[config.mk]
export PLATFORM = sky130hd
export DESIGN_NAME = mem_port_arbiter
export DESIGN_NICKNAME = d
export VERILOG_FILES = /design/src/rtl/riscv_pkg.sv /design/src/rtl/mem_lane_steer.sv /design/src/rtl/mem_port_arbiter.sv
export SDC_FILE = /design/constraint.sdc
export NUM_CORES = 1
export LEC_CHECK = 0
export CAP_MARGIN = 10
export CORE_ASPECT_RATIO = 0.6
export CORE_MARGIN = 1.5
export CORE_UTILIZATION = 43
export CTS_CLUSTER_DIAMETER = 200
export DETAILED_ROUTE_END_ITERATION = 6
export PLACE_DENSITY = 0.88
export SKIP_LAST_GASP = 1
export SLEW_MARGIN = 20
export SYNTH_ARGS = -nofsm -noshare
export SYNTH_HDL_FRONTEND = slang
export SYNTH_SLANG_ARGS = --single-unit
[constraint.sdc]
create_clock -name clk -period 7.04 [get_ports clk]
set_input_delay 2.112 -clock clk [delete_from_list [all_inputs] [get_ports clk]]
set_output_delay 2.112 -clock clk [all_outputs]
set_load 0.03 [all_outputs]
[src/rtl/riscv_pkg.sv]
// Shared types for the memory-port arbiter: FSM states, owner
// encoding and the default response timeout.
package riscv_pkg;

    typedef enum logic [1:0] {
        IDLE = 2'd0,
        REQ  = 2'd1,
        RESP = 2'd2
    } arb_state_t;

    typedef enum logic {
        OWN_IF  = 1'b0,
        OWN_LSU = 1'b1
    } arb_owner_t;

    localparam int MEM_MAX_WAIT = 16;

endpackage

[src/rtl/mem_lane_steer.sv]
// Byte-enable generation and store-data lane steering for a
// naturally aligned byte/half/word access.
module mem_lane_steer #(
    parameter int XLEN = 32
) (
    input  logic [1:0]        i_size,
    input  logic [1:0]        i_adr_lo,
    input  logic [XLEN-1:0]   i_wdata,
    output logic [XLEN/8-1:0] o_be,
    output logic [XLEN-1:0]   o_wdata
);

    localparam int NB = XLEN / 8;

    logic [NB-1:0] w_mask;

    always_comb begin
        w_mask = '0;
        case (i_size)
            2'd0:    w_mask = NB'(4'b0001);
            2'd1:    w_mask = NB'(4'b0011);
            2'd2:    w_mask = NB'(4'b1111);
            default: w_mask = '0;
        endcase
    end

    assign o_be    = w_mask << i_adr_lo;
    assign o_wdata = i_wdata << {i_adr_lo, 3'b000};

endmodule

[src/rtl/mem_port_arbiter.sv]
// Round-robin arbiter sharing one memory port between instruction
// fetch and the LSU, one transaction in flight, with timeout abort.
module mem_port_arbiter
    import riscv_pkg::*;
#(
    parameter int XLEN     = 32,
    parameter int MAX_WAIT = MEM_MAX_WAIT
) (
    input  logic              clk,
    input  logic              reset,
    input  logic              flush_i,

    input  logic              if_req_i,
    input  logic [XLEN-1:0]   if_adr_i,
    output logic              if_gnt_o,
    output logic              if_rvalid_o,
    output logic [XLEN-1:0]   if_rdata_o,
    output logic              if_err_o,

    input  logic              lsu_req_i,
    input  logic [XLEN-1:0]   lsu_adr_i,
    input  logic              lsu_we_i,
    input  logic [2:0]        lsu_size_i,
    input  logic [XLEN-1:0]   lsu_wdata_i,
    output logic              lsu_gnt_o,
    output logic              lsu_rvalid_o,
    output logic [XLEN-1:0]   lsu_rdata_o,
    output logic              lsu_err_o,

    output logic              mem_req_o,
    output logic [XLEN-1:0]   mem_adr_o,
    output logic              mem_we_o,
    output logic [XLEN/8-1:0] mem_be_o,
    output logic [XLEN-1:0]   mem_wdata_o,
    input  logic              mem_gnt_i,
    input  logic              mem_rvalid_i,
    input  logic [XLEN-1:0]   mem_rdata_i
);

    localparam int CW = $clog2(MAX_WAIT + 1);

    arb_state_t        r_state;
    arb_state_t        w_state_d;
    arb_owner_t        r_owner;
    arb_owner_t        last_owner_q;
    logic [XLEN-1:0]   r_adr;
    logic              r_we;
    logic [1:0]        r_size;
    logic [XLEN-1:0]   r_wdata;
    logic [CW-1:0]     wait_cnt_q;
    logic              drop_q;

    logic              w_if_req;
    logic              w_idle;
    logic              w_grant;
    arb_owner_t        w_win;
    logic              w_timeout;
    logic              w_own_if;
    logic              w_kill;
    logic              w_abort;
    logic              w_rsp;
    logic              w_fire;
    logic              w_mem_req;
    logic [XLEN-1:0]   w_data;
    logic [XLEN/8-1:0] w_be;
    logic [XLEN-1:0]   w_wdata;
    logic              w_unused_size;

    assign w_unused_size = lsu_size_i[2];

    mem_lane_steer #(
        .XLEN (XLEN)
    ) u_steer (
        .i_size   (r_size),
        .i_adr_lo (r_adr[1:0]),
        .i_wdata  (r_wdata),
        .o_be     (w_be),
        .o_wdata  (w_wdata)
    );

    // A flushed fetch never competes for the port.
    assign w_if_req = if_req_i & ~flush_i;
    assign w_idle   = (r_state == IDLE);
    assign w_grant  = w_idle & ~reset & (w_if_req | lsu_req_i);
    assign w_own_if = (r_owner == OWN_IF);

    always_comb begin
        w_win = OWN_IF;
        if (w_if_req && lsu_req_i) begin
            w_win = (last_owner_q == OWN_IF) ? OWN_LSU : OWN_IF;
        end else if (lsu_req_i) begin
            w_win = OWN_LSU;
        end
    end

    assign w_timeout = ~w_idle &
                       (wait_cnt_q == CW'(MAX_WAIT - 1));
    assign w_abort   = (r_state == REQ) & w_own_if & flush_i;
    assign w_kill    = w_own_if & (drop_q | flush_i);
    assign w_rsp     = w_timeout |
                       ((r_state == RESP) & mem_rvalid_i);

    always_comb begin
        w_state_d = r_state;
        case (r_state)
            IDLE: begin
                if (w_grant) begin
                    w_state_d = REQ;
                end
            end
            REQ: begin
                if (w_timeout || w_abort) begin
                    w_state_d = IDLE;
                end else if (mem_gnt_i) begin
                    w_state_d = RESP;
                end
            end
            RESP: begin
                if (w_rsp) begin
                    w_state_d = IDLE;
                end
            end
            default: w_state_d = IDLE;
        endcase
    end

    // Dropping mem_req on abort keeps the memory from accepting
    // a request whose response nobody would consume.
    assign w_mem_req = (r_state == REQ) & ~w_timeout &
                       ~w_abort & ~reset;
    assign w_fire    = w_rsp & ~reset;
    assign w_data    = w_timeout ? '0 : mem_rdata_i;

    always_comb begin
        if_gnt_o     = w_grant & (w_win == OWN_IF);
        lsu_gnt_o    = w_grant & (w_win == OWN_LSU);

        mem_req_o    = w_mem_req;
        mem_adr_o    = '0;
        mem_we_o     = 1'b0;
        mem_be_o     = '0;
        mem_wdata_o  = '0;
        if (w_mem_req) begin
            mem_adr_o   = {r_adr[XLEN-1:2], 2'b00};
            mem_we_o    = r_we;
            mem_be_o    = w_own_if ? '1 : w_be;
            mem_wdata_o = w_wdata;
        end

        if_rvalid_o  = w_fire & w_own_if & ~w_kill;
        if_err_o     = 1'b0;
        if_rdata_o   = '0;
        lsu_rvalid_o = w_fire & ~w_own_if;
        lsu_err_o    = 1'b0;
        lsu_rdata_o  = '0;
        if (if_rvalid_o) begin
            if_err_o   = w_timeout;
            if_rdata_o = w_data;
        end
        if (lsu_rvalid_o) begin
            lsu_err_o   = w_timeout;
            lsu_rdata_o = w_data;
        end
    end

    always_ff @(posedge clk) begin
        if (reset) begin
            r_state      <= IDLE;
            r_owner      <= OWN_IF;
            last_owner_q <= OWN_IF;
            r_adr        <= '0;
            r_we         <= 1'b0;
            r_size       <= 2'd0;
            r_wdata      <= '0;
            wait_cnt_q   <= '0;
            drop_q       <= 1'b0;
        end else begin
            r_state <= w_state_d;
            if (w_grant) begin
                r_owner      <= w_win;
                last_owner_q <= w_win;
                if (w_win == OWN_LSU) begin
                    r_adr   <= lsu_adr_i;
                    r_we    <= lsu_we_i;
                    r_size  <= lsu_size_i[1:0];
                    r_wdata <= lsu_wdata_i;
                end else begin
                    r_adr   <= if_adr_i;
                    r_we    <= 1'b0;
                    r_size  <= 2'd2;
                    r_wdata <= '0;
                end
            end
            if (w_idle || w_state_d == IDLE) begin
                wait_cnt_q <= '0;
            end else begin
                wait_cnt_q <= wait_cnt_q + CW'(1);
            end
            if (w_state_d == IDLE) begin
                drop_q <= 1'b0;
            end else if (r_state == RESP && w_own_if && flush_i) begin
                drop_q <= 1'b1;
            end
        end
    end

endmodule

# [Word level (Yosys, flattened, before mapping)]
# Cells that the tools add are included.
[classes] addsub=1 n_eq_ne=5 n_shift=2 mux=23 bitwise=28 reduce_logical=10
[op_table] cell="$mux 32" n=7
[op_table] cell="$shl 32x5->32" n=1
[op_table] cell="$and 1x1->1" n=17
[op_table] cell="$pmux 4 s3" n=1
[op_table] cell="$mux 2" n=5
[op_table] cell="$mux 4" n=2
[op_table] cell="$not 1->1" n=8
[op_table] cell="$mux 1" n=7
[op_table] cell="$logic_not 2->1" n=3
[op_table] cell="$pmux 2 s3" n=1
[op_table] cell="$add 5x1->5 const B" n=1
[op_table] cell="$eq 5x4->1 const B" n=1
[op_table] cell="$eq 2x1->1 const B" n=2
[op_table] cell="$eq 2x2->1 const B" n=2
[op_table] cell="$reduce_or 2->1" n=2
[op_table] cell="$shl 4x2->4" n=1
[op_table] cell="$logic_and 1x1->1" n=3
[op_table] cell="$or 1x1->1" n=3
[op_table] cell="$logic_or 1x1->1" n=2
[totals] regBits=76 input_bits=139 output_inout_bits=140 elab_cells=77

# [Logic depth before layout (Yosys ltp)]
# Gate-level depths: netlist of run 1.
[depth] depth_word=9 ltp_mapped=9 depth_no_buf=7

# [By module]
# A second synthesis of run 1 with hierarchy kept.
[hier_totals] cells_unflattened=562 hier_area_um2=4580.6
[by_module_without_submodules] module="mem_port_arbiter" instances=1 cells_per_inst=485 area_each_um2=3918.8 seq_area_each_um2=1521.5
[by_module_without_submodules] module="mem_lane_steer" instances=1 cells_per_inst=77 area_each_um2=661.9 seq_area_each_um2=0.0

# [Least setup slack after synthesis of run 1]
# Ideal clock, no wire load.
[synth_path] kind="input to output" startpoint="in flush_i" endpoint="out if_gnt_o" t_arrival_ns=3.619 t_required_ns=4.928 path_slack_ns=1.309 path_stages=6 path_buffers=3 path_cell_list="nand2b_1 -> clkbuf_1 -> a21o_1 -> buf_2 -> buf_6 -> a211oi_1"
[synth_between] elab_chain_len=6 elab_cells_between_ends=8 classes_between="mux: 1; bitwise: 6; reduce/logical: 1"
[synth_rtl] element="start, declared" line="mem_port_arbiter.sv:11" text="input logic flush_i,"
[synth_rtl] element="$not 1->1 *" line="mem_port_arbiter.sv:82" text="assign w_if_req = if_req_i & ~flush_i;"
[synth_rtl] element="$and 1x1->1 *" line="mem_port_arbiter.sv:82"
[synth_rtl] element="$logic_and 1x1->1" line="mem_port_arbiter.sv:89" text="if (w_if_req && lsu_req_i) begin"
[synth_rtl] element="$mux 1" line="mem_port_arbiter.sv:89"
[synth_rtl] element="$not 1->1" line="mem_port_arbiter.sv:135" text="if_gnt_o = w_grant & (w_win == OWN_IF);"
[synth_rtl] element="$and 1x1->1 *" line="mem_port_arbiter.sv:135"
[synth_rtl] element="end, declared" line="mem_port_arbiter.sv:15" text="output logic if_gnt_o,"
# Every way passes the cells marked *; elsewhere a longest branch is shown, timed or not.

# [Final worst setup path of run 1]
[layout_path] startpoint="in flush_i" endpoint="out mem_we_o"
[layout_between] elab_chain_len=5
[layout_rtl] element="$and 1x1->1" line="mem_port_arbiter.sv:98" text="assign w_abort = (r_state == REQ) & w_own_if & flush_i;"
[layout_rtl] element="$not 1->1" line="mem_port_arbiter.sv:130" text="~w_abort & ~reset;"
[layout_rtl] element="$and 1x1->1" line="mem_port_arbiter.sv:129" text="assign w_mem_req = (r_state == REQ) & ~w_timeout &"
[layout_rtl] element="$and 1x1->1" line="mem_port_arbiter.sv:130"
[layout_rtl] element="$mux 1" line="mem_port_arbiter.sv:143" text="if (w_mem_req) begin"
[layout_rtl] element="end, declared" line="mem_port_arbiter.sv:32" text="output logic mem_we_o,"
# No other way between the ends.

==> results.sh, run 1 <==
export IMPL_leakage_uw=0.003057
export IMPL_use_met3_pct=7.182
export IMPL_start_util_pct=44.37
export IMPL_rsz0062_at_grt="no"
export IMPL_grt_remaining_overflow=0
export IMPL_post_drt_wl_per_cell_microns=18.13
export IMPL_max_clock_freq_mhz=149.8
export IMPL_htree_levels=3
export IMPL_maxCapViolCount=0
export IMPL_cts_path_max_buffers=2
export IMPL_met2_usage_pct=46.16
export IMPL_synth_area_top_cells="dfxtp_1, and2_1, a221oi_2, a32o_2, a221oi_1"
export IMPL_yosysTopAreaCell="dfxtp_1"
export IMPL_startpoint_type="input port"
export IMPL_gp_congestion=0.8655
export IMPL_ys_flop_type="dfxtp_1"
export IMPL_relSlewSlack_pct=35.36
export IMPL_min_period_ns=6.674
export IMPL_drt_initial_drc_count=405
export IMPL_die_w_microns=142.6
export IMPL_synthTopCellsByCount="and2_1, dfxtp_1, nor2_1"
export IMPL_finalSetupTns_ns=0
export IMPL_vias=5540
export IMPL_fp_dieH_microns=86.78
export IMPL_grt_pass1_wl_microns=26430
export IMPL_synth_avg_cell_area_sq_um=8.657
export IMPL_cts_made_buffers=9
export IMPL_cts_num_sinks=76
export IMPL_path_clk_slew_ns=0.06
export IMPL_synth_top_area_share_pct=30.25
export IMPL_rows=30
export IMPL_drtPass1Iterations=5
export IMPL_grt_busiest_layer="met2"
export IMPL_setup_viol=0
export IMPL_ant_nets=0
export IMPL_nNetsFinal=958
export IMPL_placed_cells=964
export IMPL_cts_hold_buf=0
export IMPL_syn_to_final_growth_pct=61.79
export IMPL_cts_root_buf="clkbuf_16"
export IMPL_use_met1_pct=34.71
export IMPL_syn_inst=581
export IMPL_ios=279
export IMPL_cp_required_ns=4.93
export IMPL_fin_skew_ns=0.004556
export IMPL_peakVddDrop_v=0.0001268
export IMPL_hold_viol_final=0
export IMPL_ys_types=50
export IMPL_synth_area_sq_um=5030
export IMPL_crit_path_end_kind="primary output"
export IMPL_hpwlAfterDp_microns=12990
export IMPL_outcome="completed"
export IMPL_synth_seq_cells=76
export IMPL_ctsResizeCount=0
export IMPL_grt_max_degree=71
export IMPL_finalMaxSlewViolations=0
export IMPL_antenna_found_initial=0
export IMPL_ys_warn_count=0
export IMPL_diodes=0
export IMPL_powerDensity_nw_per_um2=175.1
export IMPL_crit_arrival_ns=4.56
export IMPL_yosysMostFrequentCell="and2_1"
export IMPL_grt_pass1_vias=5028
export IMPL_fin_crit_sh_pct=94.80
export IMPL_die_area_sq_um=12380
export IMPL_asyncSetResetFlopFracSynth_pct=0
export IMPL_hold_class="reg -> reg"
export IMPL_place_port_buffers=275
export IMPL_synth_edff_count=0
export IMPL_globalRouteTotalUtil_pct=27.54
export IMPL_clk_latency_ns=0.34
export IMPL_viasPerCell=5.653
export IMPL_drive_gt1_share_pct=12.44
export IMPL_worstSetupPathType="in -> out"
export IMPL_postCtsSetupBuffers=0
export IMPL_crit_path_max_fanout=31
export IMPL_yosysSeqAreaShare_pct=30.25
export IMPL_cts_tree="built"
export IMPL_routed_wl_microns=17770
export IMPL_drcViolationCount=0
export IMPL_core_area_sq_um=11340
export IMPL_worstMarginPinSlew_ns=0.9696
export IMPL_stdcell_count=980
## critical path, cell delays in order
cell and delay [ns]:
clkdlybuf4s50_1 0.48, nand2b_1 0.17, nand3_2 0.42, buf_4 0.43
inv_1 0.12, and2_1 0.14, clkdlybuf4s50_1 0.66
## area by class of cell
cell class	instances	area [sq um]
fill	857	3198
sequential	76	1521
tap	160	200.2
inverter	40	150.1
timing repair buffer	290	2858
clock inverter	7	146.4
multi-input combinational	398	3037
clock buffer	9	225.2
## registers in the layout, indices dropped and copies added, names as in the netlist
signal        flops
r_adr            32
r_we              1
wait_cnt_q        5
r_state           2
r_wdata          32
drop_q            1
last_owner_q      1
r_size            2
## worst paths after layout
| check | from | end | slack (ns) | depth (start not counted) |
|---|---|---|---|---|
| worst max-delay path | flush_i | mem_we_o | 0.37 | 7 |
| worst min-delay path | r_adr[12] | r_adr[12] | 0.48 | 2 |
| worst max register to register | r_state[1] | r_wdata[30] | 4.76 | 5 |
| worst min register to register | r_adr[12] | r_adr[12] | 0.48 | 2 |
## cells in the final DEF (no fill, tap or decap), types with 3 or more instances in the layout
cell,n
clkdlybuf4s50_1,273
and2_1,105
dfxtp_1,76
nor2_1,46
inv_1,38
o21ai_0,35
a221oi_1,32
a221oi_2,32
a32o_2,28
a211oi_1,19
mux2i_1,17
buf_4,16
nor2b_1,15
nor3_1,10
clkbuf_16,9
a2bb2oi_1,8
a21oi_1,6
a32o_1,6
ha_1,4
bufinv_16,4
or3_1,3
## routing by layer
layer	part of all wire (%)	vias to the layer above
met5	0	-
met2	48	291
met4	2.1	0
met1	40	2624
li1	-	2593
met3	9.2	32
## stage by stage
step                hold WS [ns]  utilization [%]  setup WS (ns)  area, sq um  power, uW
floorplan                 0.4179                -          1.309         5034      719.9
global placement          0.4282            68.51         0.4319         7766      845.1
detailed placement        0.4667            68.51         0.3991         7766      857.7
CTS                       0.4750            71.79         0.3744         8138       1430
global route              0.4930            71.79         0.2272         8138       1483
finish                    0.4753            71.79         0.3659         8138       1425
## power by group
part | total [uW] | leakage [uW] | switching [uW] | internal (uW)
sequential | 490 | 0.000626 | 22.7 | 468
combinational | 363 | 0.00225 | 187 | 176
clock | 572 | 0.000181 | 186 | 385
total | 1420 | 0.00306 | 396 | 1030
## cell families (layout without fill, tap and decap cells)
logic type      after synthesis  count (layout)  share of synthesized area [%]
compound gates              173             173                          32.26
xor+xnor                      2               2                         0.3483
fa+ha+maj                     4               4                         0.9951
buf+inv                     108             346                          9.701
flops                        76              76                          30.25
mux                          17              17                          3.383
other cells                   1               2                        0.07456
simple gates                200             200                          22.99
Power figures use the tool's default switching activity.
==> run 2: changes to the inputs <==
Settings changed: CORE_MARGIN 1.5 to not set.
==> run 2 against run 1 <==
Effect of this change:
- power fell by 7.6%
- utilization fell by 0.55 points
- final cell count rose by 0.10%
- fmax rose by 3.6%
- clock skew fell by 0.0010 ns
- critical endpoint is now if_rdata_o[30]
==> results.sh, run 2 (synthesized netlist as in run 1, its figures left out) <==
export IMPL_outcome="completed"
export IMPL_rsz0062_at_grt="no"
export IMPL_ios=279
export IMPL_crit_path_max_fanout=32
export IMPL_path_common_cell="clkdlybuf4s50_1"
export IMPL_peakVddDrop_v=0.0001149
export IMPL_startpoint_type="input port"
export IMPL_postCtsSetupBuffers=0
export IMPL_drtPass1Iterations=5
export IMPL_fillers=847
export IMPL_min_delay_start="wait_cnt_q[0]"
export IMPL_layout_common_cells="clkdlybuf4s50_1, and2_1, dfxtp_1"
export IMPL_cts_made_buffers=9
export IMPL_cts_root_buf="clkbuf_16"
export IMPL_max_stage_delay_ns=0.67
export IMPL_reg2reg_depth=5
export IMPL_crit_arrival_ns=4.33
export IMPL_ant_nets=0
export IMPL_final_setup_worst_slack_ns=0.5980
export IMPL_reg2reg_from="r_state[1]"
export IMPL_die_area_sq_um=12150
export IMPL_leakage_uw=0.003023
export IMPL_fp_dieH_microns=85.78
export IMPL_p_total_uw=1317
export IMPL_dp_slack_ns=0.6554
export IMPL_crit_path_end_kind="primary output"
export IMPL_post_drt_wl_per_cell_microns=17.61
export IMPL_core_area_sq_um=11340
export IMPL_relSlewSlack_pct=35.02
export IMPL_nNetsFinal=959
export IMPL_holdPathEnd="wait_cnt_q[0]"
export IMPL_viasPerCell=5.582
export IMPL_drive_gt1_share_pct=12.55
export IMPL_rows=30
export IMPL_grt_remaining_overflow=0
export IMPL_cp_required_ns=4.93
export IMPL_grt_pass1_wl_microns=26710
export IMPL_antenna_found_initial=0
export IMPL_ctsResizeCount=0
export IMPL_globalRouteTotalUtil_pct=27.88
export IMPL_grt_pass1_vias=5138
export IMPL_setup_viol=0
export IMPL_worstSetupPathType="in -> out"
export IMPL_hold_viol_final=0
export IMPL_max_clock_freq_mhz=155.2
export IMPL_diodes=0
export IMPL_largestRegisters="r_adr: 32 flops, r_wdata: 32 flops, wait_cnt_q: 5 flops"
export IMPL_path_clk_slew_ns=0.06
export IMPL_hold_class="reg -> reg"
export IMPL_fin_crit_sh_pct=91.51
export IMPL_grt_max_degree=71
export IMPL_drcViolationCount=0
export IMPL_die_w_microns=141.6
export IMPL_post_route_util_pct=71.24
export IMPL_r2r_slack_ns=4.76
export IMPL_vias=5476
export IMPL_min_period_ns=6.442
export IMPL_htree_levels=3
export IMPL_r2r_end="r_wdata[6]"
export IMPL_fin_skew_ns=0.003512
export IMPL_cts_hold_buf=0
export IMPL_routed_wl_microns=17270
export IMPL_clk_latency_ns=0.33
export IMPL_start_util_pct=44.37
export IMPL_finalMaxSlewViolations=0
export IMPL_powerDensity_nw_per_um2=163.1
export IMPL_place_port_buffers=275
export IMPL_cts_tree="built"
export IMPL_path_cells="clkdlybuf4s50_1 > nor3_1 > o2111a_1 > buf_4 > and2_1 > clkdlybuf4s50_1"
export IMPL_drt_initial_drc_count=347
export IMPL_hpwlAfterDp_microns=12580
export IMPL_final_common_cell="clkdlybuf4s50_1"
export IMPL_gp_congestion=0.8558
export IMPL_cts_path_max_buffers=2
export IMPL_finalSetupTns_ns=0
export IMPL_worstMarginPinSlew_ns=0.9747
export IMPL_syn_to_final_growth_pct=60.55
export IMPL_crit_slowest_cell="clkdlybuf4s50_1"
export IMPL_hold_path_cell_count=1
export IMPL_startpoint="flush_i"
export IMPL_maxCapViolCount=0
export IMPL_cts_num_sinks=76
==> run 2: cell types whose count changed in the layout (fill, tap and decap cells not counted) <==
cell | previous run | this run
clkinvlp_4 | 0 | 2
inv_6 | 2 | 1
clkinv_4 | 1 | 2
clkinv_2 | 0 | 1
buf_4 | 16 | 17
bufinv_16 | 4 | 1
==> run 2: worst max-delay path: cells and delay by family <==
family | cells | cell delay (ns)
buffers and inverters | 3 | 1.42
AO/OA/AOI/OAI | 1 | 0.26
AND/OR/NAND/NOR | 2 | 0.53
==> run 2: power by group <==
group | switching, uW | internal, uW | leakage [uW]
clock | 190 | 276 | 0.000142
sequential | 24.9 | 468 | 0.000626
combinational | 183 | 175 | 0.00226
total | 398 | 919 | 0.00302
==> run 2: worst max-delay path by stage <==
| stage | depth (start not counted) | to | slack (ns) |
|---|---|---|---|
| global placement | 6 | if_rdata_o[0] | 0.67 |
| detailed placement | 5 | mem_wdata_o[5] | 0.66 |
| finish | 6 | if_rdata_o[30] | 0.60 |
| global route | 6 | if_rdata_o[27] | 0.48 |
| floorplan | 6 | if_gnt_o | 1.31 |
| CTS | 6 | if_rdata_o[31] | 0.64 |
==> run 2: cell type report <==
cell class                      instances  area (sq um)  share of cell area, %
Tap cell                              160         200.2                  2.479
Timing Repair Buffer                  291          2865                  35.48
Inverter                               40         150.1                  1.859
Clock buffer                            9         225.2                  2.789
Clock inverter                          7         76.32                 0.9452
Multi-Input combinational cell        398          3037                  37.60
Sequential cell                        76          1521                  18.84
==> run 2: through the flow <==
step           instances  cell area, sq um  hold slack (ns)
2_1_floorplan        582              5034           0.4179
3_3_place_gp         965              7774           0.4290
3_5_place_dp         965              7774           0.4468
4_1_cts              981              8075           0.4618
5_1_grt              981              8075           0.4740
6_report             981              8075           0.4651
==> run 2: metal layers <==
layer,GRT usage (%),routed length [microns],vias to the layer above
li1,-,-,2591
met1,34.84,7412,2640
met2,48.41,8435,227
met3,6.756,1249,18
met4,6.940,174,0
met5,0,0,-
